[config.mk]
export PLATFORM = sky130hd
export DESIGN_NAME = dstream_i2s_tx
export DESIGN_NICKNAME = d
export VERILOG_FILES = /design/src/rtl/dstream_i2s_tx.sv
export SDC_FILE = /design/constraint.sdc
export NUM_CORES = 1
export LEC_CHECK = 0
export BUFFER_PORTS_ARGS = -buffer_cell sky130_fd_sc_hd__buf_2
export CORE_ASPECT_RATIO = 1.5
export CORE_MARGIN = 5
export CORE_UTILIZATION = 54
export DETAILED_ROUTE_END_ITERATION = 16
export PLACE_DENSITY = 0.83
export REMOVE_ABC_BUFFERS = 1
export SLEW_MARGIN = 20
export SYNTH_ARGS = -nofsm -noshare
export SYNTH_HDL_FRONTEND = slang
export SYNTH_SLANG_ARGS = --single-unit
[constraint.sdc]
create_clock -name clk -period 3.2 [get_ports clk]
set_input_delay 0 -clock clk [delete_from_list [all_inputs] [get_ports clk]]
set_output_delay 0 -clock clk [all_outputs]
set_load 0.02 [all_outputs]
[src/rtl/dstream_i2s_tx.sv]
// Mono dstream sink to an I2S DAC: scale/saturate to SAMPLE_W, duplicate onto L/R, serialise. Optional I2S_HOLD_EN repeats the last word on underrun.
// Latency: an accepted sample is loaded at the next frame start; its MSB leaves one bclk after lrclk falls.
// Backpressure: x_rdy = !pend_valid straight from a register; the one-entry buffer empties at each frame load.
module dstream_i2s_tx #(
  parameter int W        = 32,
  parameter int W_FRAC   = 16,
  parameter int SAMPLE_W = 16,
  parameter int GAIN_SH  = 8,
  parameter int BCLK_DIV = 4
) (
  input  logic         clk,
  input  logic         rst_n,
  input  logic [W-1:0] x_dat,
  input  logic         x_vld,
  output logic         x_rdy,
  output logic         bclk,
  output logic         lrclk,
  output logic         sdata,
  output logic         underrun,
  output logic         sat
);

  localparam int FRAME_W = 2 * SAMPLE_W;
  localparam int BW      = $clog2(FRAME_W);
  localparam int DW      = $clog2(BCLK_DIV);
  localparam int SH      = W_FRAC - GAIN_SH;

  localparam logic [DW-1:0] DIV_LAST = DW'(BCLK_DIV - 1);
  localparam logic [BW-1:0] BIT_LAST = BW'(FRAME_W - 1);
  localparam logic [BW-1:0] HALF     = BW'(SAMPLE_W);
  localparam logic [BW-1:0] FRAME_WB = BW'(FRAME_W);

  localparam logic signed [W-1:0] SAT_MAX = {{(W - SAMPLE_W + 1){1'b0}}, {(SAMPLE_W - 1){1'b1}}};
  localparam logic signed [W-1:0] SAT_MIN = {{(W - SAMPLE_W + 1){1'b1}}, {(SAMPLE_W - 1){1'b0}}};

  logic [DW-1:0]         div_cnt;
  logic [BW-1:0]         bit_cnt;
  logic [BW-1:0]         bit_nxt;
  logic [BW-1:0]         sel;
  logic [FRAME_W-1:0]    frame;
  logic [SAMPLE_W-1:0]   pend;
  logic [SAMPLE_W-1:0]   conv;
  logic                  pend_valid;
  logic                  accept;
  logic                  clip;
  logic                  div_wrap;
  logic                  fall_tick;
  logic signed [W-1:0]   shifted;

  assign x_rdy     = !pend_valid;
  assign accept    = x_vld && !pend_valid;
  assign div_wrap  = (div_cnt == DIV_LAST);
  assign fall_tick = div_wrap && bclk;
  assign bit_nxt   = (bit_cnt == BIT_LAST) ? '0 : bit_cnt + 1'b1;
  // Bit index of frame word for slot k is FRAME_W-k; modular arithmetic keeps it in BW bits.
  assign sel       = FRAME_WB - bit_nxt;

  assign shifted = $signed(x_dat) >>> SH;

  always_comb begin
    conv = shifted[SAMPLE_W-1:0];
    clip = 1'b0;
    if (shifted > SAT_MAX) begin
      conv = SAT_MAX[SAMPLE_W-1:0];
      clip = 1'b1;
    end else if (shifted < SAT_MIN) begin
      conv = SAT_MIN[SAMPLE_W-1:0];
      clip = 1'b1;
    end
  end

  always_ff @(posedge clk) begin
    if (!rst_n) begin
      div_cnt    <= '0;
      bit_cnt    <= BIT_LAST;
      bclk       <= 1'b0;
      lrclk      <= 1'b1;
      sdata      <= 1'b0;
      underrun   <= 1'b0;
      sat        <= 1'b0;
      pend       <= '0;
      pend_valid <= 1'b0;
      frame      <= '0;
    end else begin
      sat      <= accept && clip;
      underrun <= 1'b0;

      if (div_wrap) begin
        div_cnt <= '0;
        bclk    <= ~bclk;
      end else begin
        div_cnt <= div_cnt + 1'b1;
      end

      if (accept) begin
        pend       <= conv;
        pend_valid <= 1'b1;
      end

      if (fall_tick) begin
        bit_cnt <= bit_nxt;
        lrclk   <= (bit_nxt >= HALF);
        if (bit_nxt == '0) begin
          // Slot 0 still carries the LSB of the outgoing frame (one-bit I2S delay).
          sdata <= frame[0];
          // Load sees the pre-accept pend_valid, so a same-cycle accept waits a frame.
          if (pend_valid) begin
            frame      <= {pend, pend};
            pend_valid <= 1'b0;
          end else begin
            underrun <= 1'b1;
`ifdef I2S_HOLD_EN
            frame    <= frame;
`else
            frame    <= '0;
`endif
          end
        end else begin
          sdata <= frame[sel];
        end
      end
    end
  end

endmodule

After elaboration in Yosys (flattened, before gate mapping)
Index checks and enable logic that the tools add are counted.
W data, S select, Z words.
{"block": "totals", "input_bits": 35, "ff_bits": 61}
{"block": "op_classes", "add_sub_neg": 3, "bitwise": 2, "n_eq_ne": 2, "order_cmp": 4, "n_reduce_logical": 8, "muxes": 14}
{"operator": "$mux W16", "n": 2}
{"operator": "$mux W32", "n": 1}
{"operator": "$gt A24 B16 Y1 const B", "n": 1}
{"operator": "$lt A24 B16 Y1 const B", "n": 1}
{"operator": "$mux W1", "n": 9}
{"operator": "$lt A5 B6 Y1 const B", "n": 1}
{"operator": "$add A5 B1 Y5 const B", "n": 1}
{"operator": "$bmux W1 S5", "n": 1}
{"operator": "$eq A5 B5 Y1 const B", "n": 1}
{"operator": "$ge A5 B5 Y1 const B", "n": 1}
{"operator": "$logic_not A5 Y1", "n": 1}
{"operator": "$mux W5", "n": 1}
{"operator": "$sub A1 B5 Y5 const A", "n": 1}
{"operator": "$logic_and A1 B1 Y1", "n": 3}
{"operator": "$reduce_and A3 Y1", "n": 1}
{"operator": "$add A2 B1 Y2 const B", "n": 1}
{"operator": "$eq A2 B2 Y1 const B", "n": 1}
{"operator": "$not A1 Y1", "n": 2}
{"operator": "$reduce_and A2 Y1", "n": 1}
{"operator": "$reduce_or A2 Y1", "n": 1}
{"operator": "$logic_not A1 Y1", "n": 1}

Longest topological paths before layout
{"block": "logic_depth", "depth_word": 6, "depth_mapped": 9, "mapped_depth_nobuf": 9}

Worst setup path after synthesis
No wires, ideal clock.
{"block": "synth_timing", "path_kind": "register to register", "startpoint": "register bit_cnt[0]", "endpoint": "register sdata", "setup_ns": 0.118, "setup_slack_ns": 0.818, "arrival_time_ns": 2.265, "stages_incl_launch_ff": 9, "path_buffers": 0, "synth_period_minus_slack_ns": 2.382, "required_ns": 3.082, "path_cell_list": "dfxtp_1 > ha_1 > and3_1 > ha_1 > nor2_1 > mux4_2 > mux2i_1 > nand3_1 > o2111a_1"}
{"block": "synth_via", "elab_chain_cells": 6, "elab_cells_between_ends": 8, "classes_between": "2 x add/sub; 1 x eq/ne; 4 x mux; 1 x reduce/logical"}
{"element": "from (decl)", "line": "37", "text": "logic [BW-1:0] bit_cnt;"}
{"element": "from (signal assigned)", "line": "101", "text": "bit_cnt <= bit_nxt;"}
{"element": "$add A5 B1 Y5 / $eq A5 B5 Y1 (equally long branches)", "line": "54", "text": "assign bit_nxt = (bit_cnt == BIT_LAST) ? '0 : bit_cnt + 1'b1;"}
{"element": "$mux W5 *", "line": "54"}
{"element": "$sub A1 B5 Y5", "line": "56", "text": "assign sel = FRAME_WB - bit_nxt;"}
{"element": "$bmux W1 S5", "line": "119", "text": "sdata <= frame[sel];"}
{"element": "$mux W1 (not written as such)", "line": "119"}
{"element": "$mux W1 *", "line": "103", "text": "if (bit_nxt == '0) begin"}
{"element": "to (signal assigned)", "line": "105", "text": "sdata <= frame[0];"}
{"element": "to (signal assigned)", "line": "119"}
{"element": "to (decl)", "line": "18", "text": "output logic sdata,"}
Every way passes the cells marked *; elsewhere a longest branch is shown, timed or not. The select of a mux whose other input is x is not followed.
A chain may end at the register's enable or synchronous reset.

Worst setup path after layout
{"block": "layout_timing", "startpoint": "register bit_cnt[0]", "endpoint": "register sdata"}
{"block": "layout_via", "elab_chain_cells": 6, "elab_cells_between_ends": 8, "classes_between": "2 x add/sub; 1 x eq/ne; 4 x mux; 1 x reduce/logical"}
{"element": "$add A5 B1 Y5 / $eq A5 B5 Y1 (equally long branches)", "line": "54"}
{"element": "$mux W5 *", "line": "54"}
{"element": "via bit_nxt[4]", "line": "38", "text": "logic [BW-1:0] bit_nxt;"}
{"element": "$sub A1 B5 Y5", "line": "56"}
{"element": "$bmux W1 S5", "line": "119"}
{"element": "$mux W1 (not written as such)", "line": "119"}
{"element": "$mux W1 *", "line": "103"}
Mark *: on every way through the listed nets, which the timed path passes. The rest lies on a longest branch. The select of a mux whose other input is x is not followed.

==> impl_metrics.toml <==
[global_route]
track_usage_pct = 17.8
grt_util_met1_pct = 20.8
grt_max_degree = 45
grt_pass1_vias = 1653
antenna_found_initial = 0
grt_remaining_overflow = 0
grt_pass1_wl_mm = 7.32
grt_use_met2_pct = 30.5
grt_most_used_layer = "met2"
grtUsageMet3_pct = 3.26

[clock_network]
h-tree-depth = 2
cts.sinks = 44
cts_buffer_depth = 2
path_clk_slew_ns = 0.08
root_buffer = "clkbuf_8"
postCtsSetupRepairBufs = 0
clock_latency_ns = 0.29
cts_tree = "built"
cts-buffers-inserted = 5

[routing]
dr_total_vias = 1699
drt-pass1-iter-count = 4
final_antenna_net_count = 0
wl_per_cell_um = 13.5
vias_per_cell = 5.61
drt-total-wl_mm = 4.08
drc = 0
drt-initial-drc-count = 53

[pwr]
power_mw = 1.09
p_leak_nw = 0.863
ir_worst_vdd_mv = 0.383
cellPowerDensity_nw_per_um2 = 455

[floorplan]
rows = 28
die_w_um = 61.4
core_um2 = 3890
die_area_um2 = 5350
start_util_pct = 55.1
die_y_um = 87.1
boundaryPins = 41

[yosys]
synth_simple_gate_area_share_pct = 21.1
yosysTopAreaCell = "dfxtp_1"
yosys.area_share.xor_xnor_pct = 1.64
netlist_instances = 231
ys_ff_latch = 44
yosysTopAreaCellShare_pct = 41.1
synthMuxAreaShare_pct = 5.67
syn-cell-area_um2 = 2140
synth_edf_count = 0
syn_area_per_cell_um2 = 9.27
synth_flop_cell = "dfxtp_1"
synth_top_family_by_area = "compound AO/OA/AOI/OAI gates"
ys_top_cells_by_area = "dfxtp_1 41%, a21boi_0 7.7%, nand2_1 7.0%, nand3_1 6.3%, a21boi_2 5.3%"
synth_cell_types = 40
ys_seq_area_share_pct = 41.1
synthArstFlopShare_pct = 0
synthAdderAreaFrac_pct = 2.34
yosys_warnings = 0
synth_compound_area_share_pct = 22.1

[worst_setup_path]
cp_slowest_cell = "or3_1"
crit_fanout = 18
cp.arrival_ns = 2.76
worstSetupStartpointType = "flip-flop"
worst_path_most_repeated_cell = "ha_1"
cpPeakStageDelay_ns = 0.59
rr_worst_depth = 6
crit_chain = "ha_1 -> and3_1 -> ha_1 -> or2b_2 -> or3_1 -> o2111a_1"
worst-setup-path-type = "flip-flop to flip-flop"
endpoint_kind = "flip-flop"
r2r-end = "sdata"
reg2reg_from = "bit_cnt[0]"
r2r_slack_ns = 0.63
worst-endpoint-required_ns = 3.39
crit_start = "bit_cnt[0]"

[finish]
fin_util_pct = 61.3
areaGrowthSynthToFinish_pct = 11.3
num-nets-final = 296
regArea_um2 = 881
final_cell_mix = "44 x dfxtp_1, 40 x nand2_1, 32 x buf_2"
design_area_um2 = 2380
n_antenna_cell = 0
fillers = 346
multi_input_area_um2 = 1140
drive_gt1_share_pct = 24.8
layout_commonest_cell = "dfxtp_1"

[timing]
hold_slack_ns = 0.0533
hold_viol_final = 0
slew_headroom_pct = 29.4
fin_crit_sh_pct = 80.3
finalSetupViolCount = 0
fmax_mhz = 389
slew_violations = 0
clock_skew_ns = 0.00461
worst_slew_pin_slew_ns = 1.05
min_period_ns = 2.57
rsz0062_at_grt = "no"
timing.setup.tns_ns = 0

[place]
gp_congestion = 0.863
placed_area_um2 = 2260
place_hpwl_mm = 2.85
portBuffers = 32

[flow_run]
maxCapViolCount = 0

[outcome]
status = "complete, no violations"

[worst_hold_path]
hold_depth = 3
holdPathEnd = "pend[5]"
hold_path_class = "primary input to flip-flop"
worstHoldStart = "x_dat[13]"
logic make-up (layout without fill, tap and decap cells):
family | after synthesis | count (layout)
simple gates | 93 | 93
compound gates | 59 | 59
flops | 44 | 44
buf+inv | 20 | 47
mux | 7 | 7
fa+ha+maj | 4 | 4
xor+xnor | 4 | 4
critical path, delay by kind of cell (launching register included):
family | cells | cell delay, ns
AOI/OAI and AO/OA | 1 | 0.34
adders and majority gates | 2 | 0.55
DFF | 1 | 0.46
and+or+nand+nor | 3 | 1.12
report_power, final:
part	leakage (nW)	internal, mW	switching, mW
Combinational	0.450	0.0428	0.0569
Clock	0.0552	0.232	0.179
Sequential	0.358	0.565	0.0105
Total	0.863	0.839	0.246
worst max-delay path by stage:
stage | slack [ns] | to
2_1_floorplan | 0.82 | sdata
3_3_place_gp | 0.69 | sdata
3_5_place_dp | 0.64 | sdata
4_1_cts | 0.61 | sdata
5_1_grt | 0.43 | frame[23]
6_report | 0.63 | sdata
stage by stage:
stage / cells / worst slack [ns]
CTS: 303 / 0.614
finish: 303 / 0.631
detailed placement: 294 / 0.640
floorplan: 214 / 0.818
global route: 303 / 0.430
global placement: 294 / 0.686
layout make-up:
class / instances / share of cell area (%)
repair buffers: 36 / 8.08
clock inverters: 2 / 1.47
well taps: 45 / 2.36
multi-input cells: 167 / 47.6
clock buffers: 6 / 3.04
flip-flops and latches: 44 / 36.9
inverters: 3 / 0.472
cells in the mapped netlist, types with 4 or more instances:
library cell and n:
nor2_1 6, ha_1 4, a21boi_0 22, nor2b_1 4, dfxtp_1 44, nand2_1 40, o211ai_1 15, a21boi_2 10
mux4_2 4, a21oi_1 5, nand3_1 27, clkbuf_1 10
routing by layer:
| layer | part of all wire [%] | up-vias |
|---|---|---|
| li1 | - | 879 |
| met1 | 43 | 783 |
| met2 | 52 | 30 |
| met3 | 3.1 | 7 |
| met4 | 2.4 | 0 |
| met5 | 0 | - |
registers in the layout, summed over array words and instances (netlist names):
register	cells
lrclk	1
sat	1
pend	16
bit_cnt	4
bclk	1
frame	16
sdata	1
underrun	1
pend_valid	1
div_cnt	2
what timing repair did:
item,in CTS,in global routing
resized for setup,0,0
endpoints found under the hold margin,1,0
hold buffers,1,0
(Power assumes the default switching activity.)
